--- src/rtl/interrupt_sequencer.sv ---
// Interrupt sequencer: raises irq for the controller's pending vector and, once
// the CPU acknowledges, clears that vector's status bit with a read-modify-write
// on the interrupt-controller port, then waits for iret before taking another.
// The CPU register port is forwarded to the controller whenever the sequencer
// does not own it.
module interrupt_sequencer (
   input  logic       clk,
   input  logic       rst,
   input  logic       cpu_ce,
   input  logic       cpu_wren,
   input  logic       cpu_addr,
   input  logic [7:0] cpu_wdata,
   output logic [7:0] cpu_rdata,
   output logic       cpu_ready,
   output logic       ic_ce,
   output logic       ic_wren,
   output logic       ic_addr,
   output logic [7:0] ic_wdata,
   input  logic [7:0] ic_rdata,
   input  logic       ic_int_rq,
   input  logic [2:0] ic_int_addr,
   output logic       irq,
   output logic [2:0] vector,
   input  logic       irq_ack,
   input  logic       iret,
   output logic       busy
);

   typedef enum logic [2:0] {
      StIdle,
      StPend,
      StRd,
      StRdw,
      StWr,
      StSettle,
      StActive
   } state_e;

   state_e     state_q, state_d;
   logic [2:0] vector_q, vector_d;
   logic [7:0] snap_q, snap_d;
   logic [1:0] cnt_q, cnt_d;

   // State, latched vector, status snapshot and settle counter
   always_ff @(posedge clk or posedge rst) begin
      if (rst) begin
         state_q  <= StIdle;
         vector_q <= 3'd0;
         snap_q   <= 8'h00;
         cnt_q    <= 2'd0;
      end else begin
         state_q  <= state_d;
         vector_q <= vector_d;
         snap_q   <= snap_d;
         cnt_q    <= cnt_d;
      end
   end

   // Next-state: request -> pend -> read/modify/write status -> settle -> active
   always_comb begin
      state_d  = state_q;
      vector_d = vector_q;
      snap_d   = snap_q;
      cnt_d    = 2'd0;
      case (state_q)
         StIdle: begin
            if (ic_int_rq) begin
               state_d  = StPend;
               vector_d = ic_int_addr;
            end
         end
         StPend: begin
            // Acknowledge wins over a request that drops in the same cycle
            if (irq_ack) begin
               state_d = StRd;
            end else if (!ic_int_rq) begin
               state_d = StIdle;
            end
         end
         StRd: begin
            state_d = StRdw;
         end
         StRdw: begin
            // Controller read data is registered, so it is valid in this cycle
            snap_d  = ic_rdata;
            state_d = StWr;
         end
         StWr: begin
            state_d = StSettle;
         end
         StSettle: begin
            // Two cycles let the controller's registered request see the write
            if (cnt_q == 2'd1) begin
               state_d = StActive;
            end else begin
               cnt_d = cnt_q + 2'd1;
            end
         end
         StActive: begin
            if (iret) begin
               state_d = StIdle;
            end
         end
         default: begin
            state_d = StIdle;
         end
      endcase
   end

   // Port ownership: sequencer drives the controller in RD/RDW/WR, else CPU passes through
   always_comb begin
      busy     = 1'b0;
      ic_ce    = cpu_ce;
      ic_wren  = cpu_wren;
      ic_addr  = cpu_addr;
      ic_wdata = cpu_wdata;
      case (state_q)
         StRd: begin
            busy     = 1'b1;
            ic_ce    = 1'b1;
            ic_wren  = 1'b0;
            ic_addr  = 1'b0;
            ic_wdata = 8'h00;
         end
         StRdw: begin
            busy     = 1'b1;
            ic_ce    = 1'b0;
            ic_wren  = 1'b0;
            ic_addr  = 1'b0;
            ic_wdata = 8'h00;
         end
         StWr: begin
            busy     = 1'b1;
            ic_ce    = 1'b1;
            ic_wren  = 1'b1;
            ic_addr  = 1'b0;
            ic_wdata = snap_q & ~(8'h01 << vector_q);
         end
         default: begin
         end
      endcase
   end

   assign irq       = (state_q == StPend);
   assign vector    = vector_q;
   assign cpu_ready = ~busy;
   assign cpu_rdata = ic_rdata;

endmodule

--- config.mk ---
export PLATFORM = sky130hd
export DESIGN_NAME = interrupt_sequencer
export DESIGN_NICKNAME = d
export VERILOG_FILES = /design/src/rtl/interrupt_sequencer.sv
export SDC_FILE = /design/constraint.sdc
export NUM_CORES = 1
export LEC_CHECK = 0
export CORE_MARGIN = 2
export CORE_UTILIZATION = 41
export DETAILED_ROUTE_END_ITERATION = 7
export GPL_TIMING_DRIVEN = 0
export PLACE_DENSITY = 0.84
export SYNTH_ARGS = -nofsm -noshare
export SYNTH_HDL_FRONTEND = slang
export SYNTH_SLANG_ARGS = --single-unit
--- constraint.sdc ---
create_clock -name clk -period 3.7 [get_ports clk]
set_clock_uncertainty 0.2 [all_clocks]
set_input_delay 1.11 -clock clk [delete_from_list [all_inputs] [get_ports clk]]
set_output_delay 1.11 -clock clk [all_outputs]
set_load 0.01 [all_outputs]
# ---- After elaboration in Yosys (flattened, before gate mapping)
# Cells that the tools add are included.
# Widths: inputs -> output; s select.
dict set report totals {
  regBits 16
  in_bits 27
  out_inout_bits 25
}
dict set report classes {
  n_bitwise 3
  muxes 13
  n_reduce_logical 6
  add_sub_neg 1
  n_eq_ne 11
  shifts 1
}
# operator count
set ops {}
lappend ops {{$pmux 3 s7} 1}
lappend ops {{$pmux 8 s2} 1}
lappend ops {{$mux 3} 5}
lappend ops {{$eq 3x3->1 const B} 3}
lappend ops {{$and 8x8->8} 1}
lappend ops {{$not 8->8} 1}
lappend ops {{$shl 1x3->8 const A} 1}
lappend ops {{$eq 3x2->1 const B} 2}
lappend ops {{$ne 2x2->1 const B} 3}
lappend ops {{$mux 2} 2}
lappend ops {{$pmux 1 s2} 2}
lappend ops {{$reduce_and 4->1} 1}
lappend ops {{$reduce_or 2->1} 2}
lappend ops {{$eq 3x1->1 const B} 1}
lappend ops {{$logic_not 3->1} 1}
lappend ops {{$ne 3x2->1 const B} 1}
lappend ops {{$reduce_or 3->1} 1}
lappend ops {{$add 2x1->2 const B} 1}
lappend ops {{$eq 2x1->1 const B} 1}
lappend ops {{$mux 1} 2}
lappend ops {{$reduce_and 2->1} 1}
lappend ops {{$not 1->1} 1}

# ---- Logic depth before layout (Yosys ltp)
# Gate-level depths: netlist of the first run.
dict set report depth {
  depth_word 4
  mapped_depth 5
  mapped_depth_nobuf 3
}

# ---- Least setup slack after synthesis of the first run
# OpenSTA, ideal clock, no wires.
dict set report synth_path {
  kind {input port to output port}
  startpoint {input port cpu_ce}
  endpoint {output port ic_ce}
  path_stages 2
  path_slack_ns 0.973
  path_buffers 0
  required_ns 2.390
  arrival_time_ns 1.417
  path_cell_list {a22oi_1 o21ai_0}
}
dict set report synth_between {
  elab_chain_cells 1
}
# item line_no
set synth_lines {}
lappend synth_lines {{start, declared} 9} ;# input logic cpu_ce,
lappend synth_lines {{$pmux 1 s2} 117} ;# case (state_q)
lappend synth_lines {{end, declared} 15} ;# output logic ic_ce,
# No other way between the ends.

# ---- Worst setup path in the final report of the first run
# Ends and elaborated chain as after synthesis.

==> impl_metrics.yaml, run 1 <==
status:
  status: "completed"
pwr:
  irDropWorstVdd_mv: 0.456
  switching_power_w: 0.000429
  internal-power_w: 0.000705
  pwr-share-clk_pct: 8.2
  leakage_nw: 0.649
  cellPowerDensity_nw_per_um2: 736
  power_frac_seq_pct: 27.3
  switching_share_pct: 37.9
  comb_power_share_pct: 64.4
grt:
  grt_overflow: 0
  grt_pass1_vias: 858
  grt_pass1_wl_mm: 3.64
  grt_max_degree: 17
  antenna_found_initial: 0
  grt_usage_pct: 18.2
setup_path:
  r2r_slack_ps: 2080
  worstReg2RegEnd: "snap_q[1]"
  critPathKind: "primary input to output pin"
  path_common_cell: "clkdlybuf4s50_1"
  path_cells: "clkdlybuf4s50_1, nor2_1, o21ai_0, clkdlybuf4s50_1"
  rr_worst_depth: 4
  rr_startpoint: "state_q[0]"
  slowest_delay_ps: 550
  cp_slowest_cell: "clkdlybuf4s50_1"
  crit_required_ps: 2390
  crit_fanout: 2
  worstPathArrival_ps: 2320
  start_kind: "primary input"
  endpoint_kind: "output pin"
cts:
  tritoncts: "built"
  clock_sink_count: 16
  cts_made_buffers: 3
  cts-root-buf: "clkbuf_4"
  clk_latency_ps: 290
  cts_setup_buffers: 0
  clk_path_buf_depth: 2
  ctsResizeCount: 0
  cts_hold_buf: 0
  path_clk_slew_ps: 90
  cts_htree_levels: 1
detailed_routing:
  drt_first_pass_iters: 2
  drt_iter0_markers: 10
  wire_per_inst_um: 13.5
  ant_nets: 0
  num_vias: 897
  drt-total-wl_mm: 2.35
  drc: 0
  via_per_inst: 5.16
layout:
  syn_to_final_growth_pct: 58.8
  final_cell_mix: "clkdlybuf4s50_1 (50), dfrtp_1 (16), mux2_2 (11)"
  ff_latch_area_um2: 400
  layout.nets: 175
  multiInputGateArea_um2: 458
  n_fill_cell: 176
  drive_gt1_share_pct: 20.5
  utilization_pct: 69.0
  diodes: 0
  final_cells: 174
  final_common_cell: "clkdlybuf4s50_1"
placed_design:
  place_congestion: 0.765
  port_buffers: 51
  dp.cells: 171
  dp_hpwl_mm: 1.82
timing:
  rsz0062_at_grt: "false"
  hold_viol: 0
  tightest_slew_ps: 607
  min_period_over_period_pct: 98.0
  fmaxAchievable_mhz: 276
  fin_hold_ws_ps: 232
  drv_slew: 0
  maxSlewHeadroom_pct: 59.5
  period_minus_slack_ps: 3630
  setup_viol: 0
  tns_ps: 0
floorplan:
  std_cell_rows: 17
  initial_core_util_pct: 43.4
  fp.coreArea_um2: 2230
  die_area_um2: 2770
  die_x_um: 52.6
  ios: 52
  die_h_um: 52.6
logic_synthesis:
  synth-seq-area-share_pct: 41.3
  synth_edf_count: 0
  yosys.area.top_type_share_pct: 41.3
  synth_area_um2: 970
  syn_area_per_cell_um2: 10.5
  syn_inst: 92
  synth-main-ff-cell: "dfrtp_1"
  yosysWarnings: 0
  ys_top_cells_by_area: "dfrtp_1 (41%), mux2_2 (13%), a32o_1 (8.3%), buf_4 (7.0%), nand2_1 (2.7%)"
  ys_ff_latch: 16
  async_reset_ff_share_pct: 100
  synthesis.nets: 119
  synth_area_leader_cell: "dfrtp_1"
  ys_types: 28
hold_path:
  min_path_cells: 1
  min_from: "cnt_q[0]"
  hp-class: "flip-flop to flip-flop"
  min_to: "cnt_q[0]"
job:
  maxCapViolCount: 0
## sequential cells by signal, indices dropped and copies added, names as in the netlist
register / count
state_q: 3
cnt_q: 2
snap_q: 8
vector: 3
## worst max-delay path: cells and delay by family
family | cells | cell delay (ps)
buf+inv | 2 | 1030
compound gates | 1 | 130
simple gates | 1 | 50
## cell type report
class | count | area share (%)
plain buffers | 15 | 6.50
clock buffers | 3 | 1.46
inverters | 3 | 0.731
multi-input cells | 58 | 29.7
flip-flops and latches | 16 | 26.0
well taps | 28 | 2.27
repair buffers | 51 | 33.3
## power by group through the flow
stage / registers [W] / clock network [W] / logic [W]
floorplan: 0.000309 / 0 / 0.000432
global placement: 0.000306 / 0 / 0.000721
detailed placement: 0.000311 / 0 / 0.000736
CTS: 0.000308 / 0.0000955 / 0.000739
global route: 0.000319 / 0.000103 / 0.000793
finish: 0.000310 / 0.0000934 / 0.000730
## metal layers
layer	vias up	track usage, %	part of all wire, %
li1	437	-	-
met1	427	20.8	41
met2	28	31.9	52
met3	5	2.29	4.4
met4	0	11.1	2.4
met5	-	0	0
## stage by stage
step | power, W | setup WS [ps] | cell area, um2
after global routing | 0.00121 | 17.8 | 1540
after floorplan | 0.000741 | 973 | 970
after detailed placement | 0.00105 | 34.9 | 1520
after CTS | 0.00114 | 33.4 | 1540
after global placement | 0.00103 | 69.7 | 1520
final | 0.00113 | 72.9 | 1540
## how the worst max path moves through the flow
stage | slack [ps] | to | depth (start not counted) | from
2_1_floorplan | 970 | ic_ce | 2 | cpu_ce
3_3_place_gp | 70 | ic_ce | 4 | cpu_ce
3_5_place_dp | 30 | ic_wren | 4 | cpu_wren
4_1_cts | 30 | ic_wren | 4 | cpu_wren
5_1_grt | 20 | ic_ce | 4 | cpu_ce
6_report | 70 | ic_ce | 4 | cpu_ce
## cell usage after synthesis, drive strengths merged, types with 2 or more instances
cell type / instances
nor2b: 3
nand2: 8
o21ai: 4
mux2: 11
inv: 3
dfrtp: 16
nand3b: 3
a211oi: 2
and2: 2
a21oi: 2
a32o: 8
buf: 12
nor2: 5
clkbuf: 3
## cells by family after synthesis
logic type	after synthesis	synth area share, %
AOI/OAI and AO/OA	18	14.8
and+or+nand+nor	29	19.6
DFF	16	41.3
muxes	11	12.8
buffers and inverters	18	11.5
No activity file was read; power rests on OpenSTA's default activity.
==> run 2, diff against run 1 <==
--- a/config.mk
+++ b/config.mk
@@ -6,10 +6,11 @@
 export NUM_CORES = 1
 export LEC_CHECK = 0
 export CORE_MARGIN = 2
-export CORE_UTILIZATION = 41
+export CORE_UTILIZATION = 43
+export CTS_BUF_LIST = sky130_fd_sc_hd__clkbuf_4 sky130_fd_sc_hd__clkbuf_8
 export DETAILED_ROUTE_END_ITERATION = 7
 export GPL_TIMING_DRIVEN = 0
-export PLACE_DENSITY = 0.84
+export PLACE_DENSITY = 0.87
 export SYNTH_ARGS = -nofsm -noshare
 export SYNTH_HDL_FRONTEND = slang
 export SYNTH_SLANG_ARGS = --single-unit
==> run 2 against run 1 <==
Compared with the run above: clock power increased by 31%; first-iteration DRC count increased by 10%; critical path depth decreased by 1; largest cell class unchanged; cell area increased by 1.1%; core utilization increased by 2.8 points; cell count increased by 0.57%; routed wire length increased by 11%.
==> impl_metrics.yaml, run 2 (synthesis gave the netlist of run 1 again) <==
status:
  status: "completed"
detailed_routing:
  num_vias: 912
  drt_iter0_markers: 11
  drc: 0
  drt-total-wl_mm: 2.60
  via_per_inst: 5.21
  wire_per_inst_um: 14.9
  ant_nets: 0
  drt_first_pass_iters: 4
grt:
  grt_pass1_wl_mm: 4.04
  grt_overflow: 0
  grt_pass1_vias: 872
  grt_usage_pct: 20.9
  antenna_found_initial: 0
  grt_max_degree: 17
layout:
  drive_gt1_share_pct: 21.1
  final_cells: 175
  final_cell_mix: "clkdlybuf4s50_1 (49), dfrtp_1 (16), mux2_2 (11)"
  final_common_cell: "clkdlybuf4s50_1"
  layout.nets: 175
  utilization_pct: 71.7
  syn_to_final_growth_pct: 60.5
  n_fill_cell: 167
  largest_reg_flops: 8
  diodes: 0
  regMostFlops: "snap_q"
floorplan:
  die_x_um: 51.5
  ios: 52
  initial_core_util_pct: 44.7
  die_h_um: 51.5
  fp.coreArea_um2: 2170
  die_area_um2: 2650
  std_cell_rows: 17
timing:
  rsz0062_at_grt: "false"
  tightest_slew_ps: 620
  drv_slew: 0
  fmaxAchievable_mhz: 280
  period_minus_slack_ps: 3580
  fin_hold_ws_ps: 239
  setup_viol: 0
  hold_viol: 0
  tns_ps: 0
  min_period_over_period_pct: 96.7
  maxSlewHeadroom_pct: 58.6
setup_path:
  crit_fanout: 2
  endpoint_kind: "output pin"
  crit_required_ps: 2390
  worstPathArrival_ps: 2270
  critPathKind: "primary input to output pin"
  start_kind: "primary input"
  r2r_slack_ps: 2070
cts:
  cts_setup_buffers: 0
  clock_sink_count: 16
  cts-root-buf: "clkbuf_4"
  tritoncts: "built"
  clk_path_buf_depth: 2
  clk_latency_ps: 300
  cts_made_buffers: 3
  path_clk_slew_ps: 100
  cts_htree_levels: 1
pwr:
  total_power_w: 0.00117
  irDropWorstVdd_mv: 0.416
  internal-power_w: 0.000725
  switching_share_pct: 38.1
  pwr-share-clk_pct: 10.4
  comb_power_share_pct: 63.3
  switching_power_w: 0.000447
  power_frac_seq_pct: 26.2
  cellPowerDensity_nw_per_um2: 752
  leakage_nw: 0.665
placed_design:
  port_buffers: 51
  dp_hpwl_mm: 1.96
  place_congestion: 0.771
  dp.cells: 171
hold_path:
  hp-class: "flip-flop to flip-flop"
job:
  maxCapViolCount: 0
[run 2: cell types whose count changed in the layout (fill, tap and decap cells not counted), sizes merged]
cell           previous run  this run
dlymetal6s2s              1         2
clkdlybuf4s50            50        49
clkbuf                    6         7
[run 2: timing repair]
item | in CTS | in global routing
hold buffers | 0 | 0
gates resized for setup | 0 | 2
endpoints found under the setup margin | 0 | 2
[run 2: power groups by stage]
stage               registers, W  clock network (W)  logic (W)
CTS                     0.000306           0.000123   0.000747
global route            0.000319           0.000130   0.000799
global placement        0.000305                  0   0.000723
floorplan               0.000309                  0   0.000432
finish                  0.000307           0.000122   0.000742
detailed placement      0.000310                  0   0.000742
[run 2: worst paths after layout]
kind,startpoint,end,cells past startpoint
worst max-delay path,ic_rdata[1],cpu_rdata[1],3
worst min-delay path,cnt_q[0],cnt_q[0],1
worst max register to register,state_q[0],snap_q[0],4
worst min register to register,cnt_q[0],cnt_q[0],1
max in group asynchronous,rst,snap_q[0],2
min in group asynchronous,rst,snap_q[6],2
[run 2: layout make-up]
cell class                      instances  area (um2)  share of cell area, %
Inverter                                3        11.3                  0.723
Clock buffer                            4        36.3                   2.33
Buffer                                 15         100                   6.43
Timing Repair Buffer                   51         515                   33.1
Multi-Input combinational cell         58         458                   29.4
Sequential cell                        16         400                   25.7
Tap cell                               28        35.0                   2.25
[run 2: layer usage]
metal | part of all wire [%] | wire length [um] | GRT usage, %
met1 | 41 | 1060 | 24.0
met2 | 54 | 1410 | 37.6
met3 | 3.0 | 79 | 2.34
met4 | 1.8 | 48 | 11.0
met5 | 0 | 0 | 0
[run 2: worst max-delay path: stages]
cell,delay (ps)
clkdlybuf4s50_1,500
buf_4,120
clkdlybuf4s50_1,540
[run 2: per-stage QoR]
| step | setup WS [ps] | instance area (um2) |
|---|---|---|
| after floorplan | 973 | 970 |
| after global placement | 65.8 | 1520 |
| final | 123 | 1560 |
| after global routing | 83.1 | 1560 |
| after detailed placement | 3.92 | 1520 |
| after CTS | 11.8 | 1550 |
==> run 3, diff against run 2 <==
--- a/config.mk
+++ b/config.mk
@@ -6,11 +6,10 @@
 export NUM_CORES = 1
 export LEC_CHECK = 0
 export CORE_MARGIN = 2
-export CORE_UTILIZATION = 43
+export CORE_UTILIZATION = 30
 export CTS_BUF_LIST = sky130_fd_sc_hd__clkbuf_4 sky130_fd_sc_hd__clkbuf_8
 export DETAILED_ROUTE_END_ITERATION = 7
 export GPL_TIMING_DRIVEN = 0
-export PLACE_DENSITY = 0.87
 export SYNTH_ARGS = -nofsm -noshare
 export SYNTH_HDL_FRONTEND = slang
 export SYNTH_SLANG_ARGS = --single-unit
==> run 3 against run 2 <==
Compared with the run above: clock power down 7%; worst hold slack better by 3.9 ps; sequential power about the same; flip-flop and latch count unchanged; combinational power down 1%; cell area up 1.1%; global-route usage down 7.3 points; clock-buffer cell count unchanged; sequential share of layout area down 0.29 points; via count down 2.7%; routed wire length down 8.9%; core utilization down 20 points; critical endpoint is now ic_ce.
==> impl_metrics.yaml, run 3 (synthesis gave the netlist of run 1 again) <==
layout:
  utilization_pct: 51.6
  n_fill_cell: 300
  largest_reg_flops: 8
  layout.nets: 175
  diodes: 0
  regMostFlops: "snap_q"
  drive_gt1_share_pct: 21.1
  final_cells: 191
  final_common_cell: "clkdlybuf4s50_1"
  syn_to_final_growth_pct: 62.3
  final_cell_mix: "clkdlybuf4s50_1 (50), dfrtp_1 (16), mux2_2 (11)"
  final_cell_area_um2: 1570
setup_path:
  cp_num_buf_inv: 2
  cpLargestDelayFamily: "buffers and inverters"
  path_cells: "clkdlybuf4s50_1, nor2_1, o21ai_0, clkdlybuf4s50_1"
  r2r_slack_ps: 2060
  slowest_delay_ps: 560
  endpoint_kind: "output pin"
  rr_worst_depth: 4
  worstReg2RegEnd: "snap_q[2]"
  crit_fanout: 2
  rr_startpoint: "state_q[0]"
  path_common_cell: "clkdlybuf4s50_1"
  crit_required_ps: 2390
  start_kind: "primary input"
  worstPathArrival_ps: 2320
  cp_slowest_cell: "clkdlybuf4s50_1"
  critPathLaunch: "cpu_ce"
  critPathKind: "primary input to output pin"
grt:
  grt_max_degree: 17
  grt_pass1_vias: 851
  antenna_found_initial: 0
  grt_overflow: 0
  grt_pass1_wl_mm: 3.68
  grt_usage_pct: 13.6
timing:
  drv_slew: 0
  setup_viol: 0
  period_minus_slack_ps: 3630
  tightest_slew_ps: 623
  maxSlewHeadroom_pct: 58.4
  rsz0062_at_grt: "false"
  tns_ps: 0
  fin_hold_ws_ps: 243
  fmaxAchievable_mhz: 275
  min_period_over_period_pct: 98.2
  hold_viol: 0
cts:
  ctsResizeCount: 0
  tritoncts: "built"
  cts-root-buf: "clkbuf_4"
  cts_hold_buf: 0
  clock_sink_count: 16
  clk_path_buf_depth: 2
  cts_htree_levels: 1
  clk_latency_ps: 290
  cts_made_buffers: 3
  path_clk_slew_ps: 90
  cts_setup_buffers: 0
detailed_routing:
  ant_nets: 0
  drt_first_pass_iters: 4
  drc: 0
  drt_iter0_markers: 16
  wire_per_inst_um: 12.4
  via_per_inst: 4.64
  drt-total-wl_mm: 2.37
  num_vias: 887
pwr:
  comb_power_share_pct: 63.5
  power_frac_seq_pct: 26.6
  switching_share_pct: 37.1
  internal-power_w: 0.000726
  pwr-share-clk_pct: 9.9
  cellPowerDensity_nw_per_um2: 733
  leakage_nw: 0.656
  irDropWorstVdd_mv: 0.459
  switching_power_w: 0.000428
hold_path:
  min_from: "cnt_q[0]"
  min_path_cells: 1
  min_to: "cnt_q[0]"
  hp-class: "flip-flop to flip-flop"
placed_design:
  port_buffers: 51
  dp_hpwl_mm: 1.86
  placed_area_um2: 1540
  dp.cells: 187
  place_congestion: 0.761
floorplan:
  std_cell_rows: 20
  initial_core_util_pct: 31.8
  fp.coreArea_um2: 3050
  die_area_um2: 3700
  ios: 52
  die_x_um: 60.9
  die_h_um: 60.9
status:
  status: "completed"
job:
  maxCapViolCount: 0
[run 3: metrics by stage]
stage | power [W] | worst slack [ps]
final | 0.00115 | 65.0
after global routing | 0.00125 | 4.66
after CTS | 0.00117 | 18.3
after detailed placement | 0.00106 | 33.2
after global placement | 0.00104 | 69.1
after floorplan | 0.000741 | 973
[run 3: power by group through the flow]
stage | Clock (W) | Combinational (W) | Sequential [W]
2_1_floorplan | 0 | 0.000432 | 0.000309
3_3_place_gp | 0 | 0.000732 | 0.000308
3_5_place_dp | 0 | 0.000744 | 0.000312
4_1_cts | 0.000120 | 0.000745 | 0.000308
5_1_grt | 0.000127 | 0.000802 | 0.000320
6_report | 0.000114 | 0.000733 | 0.000307
[run 3: how the worst max path moves through the flow]
stage	depth (start not counted)	slack (ps)	end
6_report	4	70	ic_ce
3_3_place_gp	4	70	ic_ce
3_5_place_dp	4	30	ic_wren
5_1_grt	4	5	ic_ce
2_1_floorplan	2	970	ic_ce
4_1_cts	4	20	ic_wren
[run 3: layout make-up]
class | instances | area (um2) | share of cell area [%]
sequential | 16 | 400 | 25.4
inverter | 3 | 11.3 | 0.715
buffer | 15 | 100 | 6.36
multi-input combinational | 58 | 458 | 29.1
clock buffer | 4 | 36.3 | 2.31
tap | 44 | 55.1 | 3.50
timing repair buffer | 51 | 513 | 32.6
[run 3: per-layer routing]
layer / global-route usage [%] / share of wire (%) / vias to the layer above / wire length (um)
li1: - / - / 432 / -
met5: 0 / 0 / - / 0
met4: 5.59 / 1.4 / 0 / 34
met1: 16.5 / 43 / 425 / 1020
met3: 3.20 / 5.7 / 2 / 134
met2: 23.0 / 50 / 28 / 1180
